$ cat src/rtl/bcd_seq_conv.sv
// Sequential binary-to-BCD converter (double dabble, one bit per clock) with start/done handshake.
// Optional build macro BCD_SEQ_CONV_SATURATE_EN: overflowed results read as all nines.
module bcd_seq_conv #(
  parameter int BIN_WIDTH = 13,
  parameter int DIGITS    = 4
) (
  input  logic                  clk,
  input  logic                  rst_n,
  input  logic                  start,
  input  logic [BIN_WIDTH-1:0]  bin_in,
  output logic                  busy,
  output logic                  done,
  output logic [4*DIGITS-1:0]   bcd_out,
  output logic                  overflow
);

  localparam int CNT_W = $clog2(BIN_WIDTH + 1);
  localparam int BCD_W = 4 * DIGITS;

  typedef enum logic [1:0] {
    ST_IDLE,
    ST_SHIFT,
    ST_DONE
  } state_t;

  state_t               state_q, state_d;
  logic [BIN_WIDTH-1:0] bin_q, bin_nxt;
  logic [BCD_W-1:0]     work_q, work_adj, work_nxt, result;
  logic [CNT_W-1:0]     cnt_q;
  logic                 ovf_acc_q, carry, ovf_nxt;
  logic                 load, shift_en, finish;

  // One double-dabble step: add 3 to every digit >= 5, then shift {work, bin} left.
  always_comb begin
    // NOTE: every always_comb output gets a default first so no path can infer a latch.
    work_adj = work_q;
    for (int i = 0; i < DIGITS; i++) begin
      if (work_q[4*i +: 4] >= 4'd5)
        work_adj[4*i +: 4] = work_q[4*i +: 4] + 4'd3;
    end
    {carry, work_nxt, bin_nxt} = {work_adj, bin_q, 1'b0};
    ovf_nxt = ovf_acc_q | carry;
`ifdef BCD_SEQ_CONV_SATURATE_EN
    result = ovf_nxt ? {DIGITS{4'h9}} : work_nxt;
`else
    result = work_nxt;
`endif
  end

  always_comb begin
    state_d  = state_q;
    load     = 1'b0;
    shift_en = 1'b0;
    finish   = 1'b0;
    case (state_q)
      ST_IDLE: begin
        if (start) begin
          load    = 1'b1;
          state_d = ST_SHIFT;
        end
      end
      ST_SHIFT: begin
        shift_en = 1'b1;
        // The last shift happens on the edge that takes the counter from 1 to 0.
        if (cnt_q == CNT_W'(1)) begin
          finish  = 1'b1;
          state_d = ST_DONE;
        end
      end
      ST_DONE: begin
        if (start) begin
          load    = 1'b1;
          state_d = ST_SHIFT;
        end else begin
          state_d = ST_IDLE;
        end
      end
      default: state_d = ST_IDLE;
    endcase
  end

  // NOTE: sequential state uses non-blocking assignments so all registers update from pre-edge values.
  always_ff @(posedge clk) begin
    if (!rst_n) begin
      state_q  <= ST_IDLE;
      bcd_out  <= '0;
      overflow <= 1'b0;
    end else begin
      state_q <= state_d;
      if (finish) begin
        bcd_out  <= result;
        overflow <= ovf_nxt;
      end
    end
  end

  // NOTE: the working datapath is left unreset; it is always reloaded before it is observed.
  always_ff @(posedge clk) begin
    if (load) begin
      bin_q     <= bin_in;
      work_q    <= '0;
      ovf_acc_q <= 1'b0;
      cnt_q     <= CNT_W'(BIN_WIDTH);
    end else if (shift_en) begin
      bin_q     <= bin_nxt;
      work_q    <= work_nxt;
      ovf_acc_q <= ovf_nxt;
      cnt_q     <= cnt_q - CNT_W'(1);
    end
  end

  assign busy = (state_q == ST_SHIFT);
  assign done = (state_q == ST_DONE);

endmodule
$ cat config.mk
export PLATFORM = sky130hd
export DESIGN_NAME = bcd_seq_conv
export DESIGN_NICKNAME = d
export VERILOG_FILES = /design/src/rtl/bcd_seq_conv.sv
export SDC_FILE = /design/constraint.sdc
export NUM_CORES = 1
export LEC_CHECK = 0
export ABC_CLOCK_PERIOD_IN_PS = 1710
export CAP_MARGIN = 10
export CORE_MARGIN = 4
export CORE_UTILIZATION = 53
export DETAILED_ROUTE_END_ITERATION = 10
export PLACE_DENSITY_LB_ADDON = 0.25
export SETUP_SLACK_MARGIN = 0.2
export SYNTH_ARGS = -nofsm -noshare
export SYNTH_HDL_FRONTEND = slang
export SYNTH_SLANG_ARGS = --single-unit
$ cat constraint.sdc
create_clock -name clk -period 1.71 [get_ports clk]
set_input_delay 0.4275 -clock clk [delete_from_list [all_inputs] [get_ports clk]]
set_output_delay 0.4275 -clock clk [all_outputs]
set_load 0.02 [all_outputs]
==> qor.csv, run 1 <==
stage,metric,value,unit
logic_synthesis,yosysUniqueCellTypes,37,
power,leakage,1.36,nW
cts,clockBufferDepth,2,
logic_synthesis,synth.top_cell.area_share,34.8,%
detailed_routing,wl_per_cell,16.1,µm
detailed_routing,viasPerCell,5.57,
worst_hold_path,hold_path_class,reg -> reg,
sta,rsz0062_at_grt,yes,
floorplanning,start_util,56.2,%
setup_path,endpoint,bcd_out[6]$_SDFFE_PN0P_,
setup_path,crit_required,1.90,ns
cts,cts_buffers,5,
cts,hold_buffers,0,
detailed_routing,drtIter0Drc,128,
logic_synthesis,async_flop_share,0,%
cts,root_buffer,clkbuf_8,
logic_synthesis,dominantRegCellSynth,dfxtp_1,
place,dp_slack,-0.101,ns
floorplanning,die_h,73.9,µm
sta,fin_skew,0.00423,ns
power,power,0.00280,W
sta,tightest_slew,0.416,ns
power,seq_power_share,51.7,%
logic_synthesis,synth_nets,270,
power,p_int,0.00207,W
final_layout,fillCellCount,280,
cts,insertion_delay,0.30,ns
sta,tns,0,ns
power,power_frac_comb,18.5,%
sta,period_share,93.5,%
sta,max_slew_margin,72.2,%
setup_path,endpoint_kind,register,
setup_path,crit_type,reg -> reg,
setup_path,r2r-end,bcd_out[6]$_SDFFE_PN0P_,
global_route,grt_max_degree,22,
floorplanning,dieArea,5450,µm²
place,gp_routability_congestion,0.758,
logic_synthesis,yosys-top-cells-count,"55 x nand2_1, 40 x dfxtp_1, 18 x o21ai_0",
logic_synthesis,synth_cells,244,
logic_synthesis,synth_area_leaders,"dfxtp_1 35%, edfxtp_1 17%, nand2_1 9.0%, ha_1 5.4%, o22ai_1 4.4%",
logic_synthesis,yosys_warnings,0,
power,p_per_area,864,nW/µm²
setup_path,startpoint,cnt_q[1]$_SDFFE_PP0P_,
cts,cts_num_sinks,53,
sta,fmax,625,MHz
logic_synthesis,synthMostInstantiatedCell,nand2_1,
cts,h-tree-depth,2,
global_route,antenna_found_initial,0,
cts,cts.clk_slew.worst_paths,0.09,ns
detailed_routing,wl,5770,µm
floorplanning,rows,23,
place,hpwl,3330,µm
sta,timing_max_transition_violations_final,0,
logic_synthesis,synth.avg_cell_area,9.42,µm²
detailed_routing,drc_errors,0,
detailed_routing,dr_total_vias,1994,
floorplanning,die_width,73.9,µm
final_layout,layout-drive-gt1-share,29.9,%
logic_synthesis,ys_ff_latch,53,
power,clkPwrFrac,29.8,%
flow_run,cap_violations,0,
logic_synthesis,synth_edf_count,13,
global_route,grt_pass1_vias,1814,
detailed_routing,detail-route-antenna-nets,0,
setup_path,r2r_setup_slack,0.11,ns
logic_synthesis,synth_top_cell_by_area,dfxtp_1,
sta,period_minus_slack,1.60,ns
setup_path,worstReg2RegStart,cnt_q[1]$_SDFFE_PP0P_,
setup_path,path_max_fanout,6,
global_route,grt_pass1_wl,8530,µm
final_layout,syn_to_final_growth,40.8,%
power,switchingPower,0.000727,W
final_layout,diodes,0,
sta,finalSetupViolCount,0,
cts,cts_tree,built,
status,outcome,completed,
power,switching_share,26.0,%
final_layout,fin_nets,333,
place,io_buffers,34,
sta,whs,0.483,ns
global_route,gr-total-overflow,0,
global_route,grt_usage,20.5,%
power,ir_worst_vdd,0.000644,V
setup_path,crit_path_start_kind,register,
logic_synthesis,synth_area,2300,µm²
detailed_routing,first_pass_iters,4,
final_layout,utilization,79.2,%
sta,worst_slack,0.111,ns
setup_path,arrival,1.79,ns
setup_path,rr_worst_depth,8,
floorplanning,ios,35,
sta,hold_viol_final,0,
logic_synthesis,synth_seq_area_share,51.8,%
floorplanning,core-area,4090,µm²
==> metrics by stage <==
step	area, µm²	cells
after floorplan	2300	244
after global placement	2770	334
after detailed placement	2770	334
after CTS	3040	350
after global routing	3240	358
final	3240	358
==> placed cells by master, fill, tap and decap left out, types with 5 or more instances in the layout <==
cell,n
a21oi_1,9
buf_4,21
buf_6,6
clkbuf_8,5
clkdlybuf4s50_1,15
dfxtp_1,34
dfxtp_2,6
dlygate4sd2_1,17
edfxtp_1,13
ha_1,5
ha_4,5
inv_1,7
inv_2,7
nand2_1,55
nor2_1,7
o21ai_0,13
o22ai_1,9
o22ai_2,6
==> state kept, by name, indices dropped and copies added, names as in the netlist <==
register / flops
cnt_q: 4
bcd_out: 16
ovf_acc_q: 1
overflow: 1
state_q: 2
bin_q: 13
work_q: 16
==> critical path: stages, from the launching register on <==
cell and delay (ns):
dfxtp_2 0.34, inv_2 0.07, ha_4 0.12, or3b_4 0.41, nor2_8 0.12, buf_6 0.15
buf_6 0.10, buf_6 0.11, o22ai_2 0.07
==> final cells by class <==
type / instances / area, µm² / area share, %
timing repair buffer: 64 / 589 / 18.2
clock inverter: 2 / 33.8 / 1.04
multi-input combinational: 168 / 1220 / 37.7
tap: 50 / 62.6 / 1.93
clock buffer: 6 / 72.6 / 2.24
inverter: 15 / 58.8 / 1.82
sequential: 53 / 1200 / 37.0
==> power groups by stage <==
stage          clock network (W)  logic (W)  registers [W]
2_1_floorplan                  0   0.000258        0.00145
3_3_place_gp                   0   0.000387        0.00146
3_5_place_dp                   0   0.000400        0.00146
4_1_cts                 0.000832   0.000437        0.00144
5_1_grt                 0.000905   0.000570        0.00145
6_report                0.000834   0.000517        0.00144
==> how the worst min path moves through the flow <==
| stage | endpoint | start | cells past startpoint |
|---|---|---|---|
| 6_report | bcd_out[13]$_SDFFE_PN0P_ | bcd_out[13]$_SDFFE_PN0P_ | 2 |
| 5_1_grt | bcd_out[9]$_SDFFE_PN0P_ | bcd_out[9]$_SDFFE_PN0P_ | 2 |
| 4_1_cts | bcd_out[9]$_SDFFE_PN0P_ | bcd_out[9]$_SDFFE_PN0P_ | 2 |
| 3_5_place_dp | bcd_out[10]$_SDFFE_PN0P_ | bcd_out[10]$_SDFFE_PN0P_ | 2 |
| 3_3_place_gp | overflow$_SDFFE_PN0P_ | ovf_acc_q$_SDFFE_PP0P_ | 2 |
| 2_1_floorplan | overflow$_SDFFE_PN0P_ | ovf_acc_q$_SDFFE_PP0P_ | 2 |
==> kinds of logic after synthesis <==
kind of cell / count (synthesis) / share of synthesized area, %
XOR/XNOR: 5 / 1.91
AO/OA/AOI/OAI: 58 / 14.8
AND/OR/NAND/NOR: 89 / 18.8
multiplexers: 5 / 2.40
flip-flops: 53 / 51.8
buffers and inverters: 24 / 4.84
adder cells (fa/ha/maj): 10 / 5.44
==> metal layers <==
| layer | track usage, % | vias to the layer above | wire, µm |
|---|---|---|---|
| li1 | - | 969 | - |
| met1 | 26.5 | 970 | 2450 |
| met2 | 33.3 | 45 | 2970 |
| met3 | 5.34 | 10 | 239 |
| met4 | 6.44 | 0 | 112 |
| met5 | 0 | - | 0 |
==> what timing repair did <==
item,in CTS,in global routing
cloned,1,0
buffers inserted,7,8
resized for setup,49,41
pin swaps,17,6
setup endpoints to repair,40,44
Note: power is estimated with default switching activity, not from simulation.
==> run 2, diff against run 1 <==
Settings changed: PLACE_DENSITY set to 0.87, PLACE_DENSITY_LB_ADDON 0.25 to unset.
==> qor.csv, run 2 (synthesized netlist as in run 1, its figures left out) <==
stage,metric,value,unit
floorplanning,die_h,73.9,µm
worst_hold_path,hold_path_class,reg -> reg,
cts,cts.clk_slew.worst_paths,0.10,ns
final_layout,syn_to_final_growth,39.8,%
setup_path,cpPeakStageDelay,0.43,ns
setup_path,r2r_setup_slack,0.10,ns
worst_hold_path,worstHoldPathCells,2,
cts,cts_tree,built,
detailed_routing,detail-route-antenna-nets,0,
power,power,0.00282,W
flow_run,cap_violations,0,
global_route,gr-total-overflow,0,
final_layout,fin_nets,333,
cts,cts_num_sinks,53,
cts,cts_buffers,5,
setup_path,crit_slowest_cell,or3b_4,
floorplanning,rows,23,
setup_path,crit_path_start_kind,register,
final_layout,top_regs,"bcd_out (16), work_q (16), bin_q (13)",
power,ir_worst_vdd,0.000633,V
final_layout,layout_common_cells,"55 x nand2_1, 33 x dfxtp_1, 18 x buf_4",
cts,hold_buffers,0,
detailed_routing,drc_errors,0,
setup_path,crit_buf_inv,3,
cts,clockBufferDepth,2,
detailed_routing,first_pass_iters,4,
place,gp_routability_congestion,0.781,
global_route,grt_max_degree,23,
detailed_routing,viasPerCell,5.82,
sta,fin_skew,0.00483,ns
setup_path,cpLargestDelayFamily,simple AND/OR/NAND/NOR gates,
final_layout,multi_input_area,1210,µm²
global_route,grt_usage,21.3,%
floorplanning,core-area,4090,µm²
final_layout,layout_commonest_cell,nand2_1,
power,p_per_area,879,nW/µm²
place,io_buffers,34,
final_layout,seqCellArea,1200,µm²
sta,max_slew_margin,70.0,%
cts,h-tree-depth,2,
sta,finalSetupViolCount,0,
sta,tightest_slew,0.448,ns
sta,period_share,94.1,%
worst_hold_path,hp-start,bcd_out[3]$_SDFFE_PN0P_,
floorplanning,start_util,56.2,%
setup_path,r2r-end,bcd_out[14]$_SDFFE_PN0P_,
setup_path,path_max_fanout,7,
worst_hold_path,hold_end,bcd_out[3]$_SDFFE_PN0P_,
cts,insertion_delay,0.31,ns
global_route,antenna_found_initial,0,
cts,root_buffer,clkbuf_8,
status,outcome,completed,
sta,fmax,621,MHz
sta,timing_max_transition_violations_final,0,
detailed_routing,drtIter0Drc,163,
place,hpwl,3480,µm
setup_path,endpoint_kind,register,
floorplanning,ios,35,
sta,hold_viol_final,0,
setup_path,rr_worst_depth,7,
power,leakage,1.34,nW
floorplanning,dieArea,5450,µm²
sta,period_minus_slack,1.61,ns
sta,whs,0.492,ns
setup_path,worstReg2RegStart,cnt_q[1]$_SDFFE_PP0P_,
detailed_routing,dr_total_vias,2085,
final_layout,diodes,0,
global_route,grt_pass1_wl,8870,µm
global_route,grt_pass1_vias,1962,
sta,rsz0062_at_grt,yes,
setup_path,timing.critical_path.cells,inv_2 -> ha_4 -> or3b_4 -> nor2_8 -> buf_6 -> buf_4 -> o22ai_2,
final_layout,fillCellCount,245,
detailed_routing,wl,6260,µm
final_layout,layout-drive-gt1-share,31.2,%
setup_path,crit_required,1.91,ns
detailed_routing,wl_per_cell,17.5,µm
floorplanning,die_width,73.9,µm
setup_path,crit_type,reg -> reg,
setup_path,arrival,1.81,ns
run 2: changes by cell type in the layout (fill, tap and decap cells not counted), moves of 2 or more:
cell	before	now
nor2_2	2	0
nor2_1	7	9
buf_6	6	9
a21oi_1	9	7
buf_4	21	18
a21oi_2	4	7
o21ai_0	13	11
xnor2_2	2	0
o21ai_2	3	5
xnor2_1	3	5
run 2: worst register-to-register path: stages, from the launching register on:
cell and delay (ns):
dfxtp_2 0.34, inv_2 0.08, ha_4 0.12, or3b_4 0.43, nor2_8 0.21, buf_6 0.17, buf_4 0.11, o22ai_2 0.05
run 2: layer usage:
layer | vias to the layer above | routed length (µm) | GRT usage, %
met3 | 22 | 226 | 5.47
met1 | 1017 | 2460 | 24.3
met2 | 68 | 3350 | 36.4
li1 | 978 | - | -
met4 | 0 | 223 | 10.9
met5 | - | 0 | 0
run 2: power by group:
group	internal (W)	switching, W	leakage (nW)
clock network	0.000332	0.000407	0.0455
logic	0.000314	0.000316	0.839
registers	0.00139	0.0000678	0.457
total	0.00203	0.000791	1.34
run 2: per-stage QoR:
step | util (%) | TNS [ns] | std cells | setup WS, ns | cell area (µm²)
2_1_floorplan | - | 0 | 244 | 0.251 | 2300
3_3_place_gp | 67.6 | -0.903 | 331 | -0.0700 | 2760
3_5_place_dp | 67.6 | -1.56 | 331 | -0.0980 | 2760
4_1_cts | 73.6 | 0 | 351 | 0.0666 | 3010
5_1_grt | 78.6 | 0 | 358 | 0.0285 | 3210
6_report | 78.6 | 0 | 358 | 0.100 | 3210
run 2: cell type report:
cell class	count	share of cell area (%)
timing repair buffer	63	18.3
inverter	15	1.83
multi-input combinational	169	37.8
tap	50	1.95
clock buffer	8	2.80
sequential	53	37.3
run 2: worst max-delay path by stage:
| stage | from | end | slack (ns) | cells past startpoint |
|---|---|---|---|---|
| after floorplan | start | bin_q[0]$_SDFFCE_PN0P_ | 0.25 | 5 |
| after global placement | start | bin_q[0]$_SDFFCE_PN0P_ | -0.07 | 5 |
| after detailed placement | start | bin_q[4]$_DFFE_PP_ | -0.1 | 5 |
| after CTS | state_q[1]$_SDFFE_PN0P_ | busy | 0.07 | 3 |
| after global routing | cnt_q[1]$_SDFFE_PP0P_ | bcd_out[8]$_SDFFE_PN0P_ | 0.03 | 7 |
| final | cnt_q[1]$_SDFFE_PP0P_ | bcd_out[14]$_SDFFE_PN0P_ | 0.10 | 7 |
run 2: timing repair:
item,CTS,global route
endpoints found under the setup margin,38,42
cloned,2,0
resized for setup,46,50
pin swaps,9,13
buffers inserted,10,7
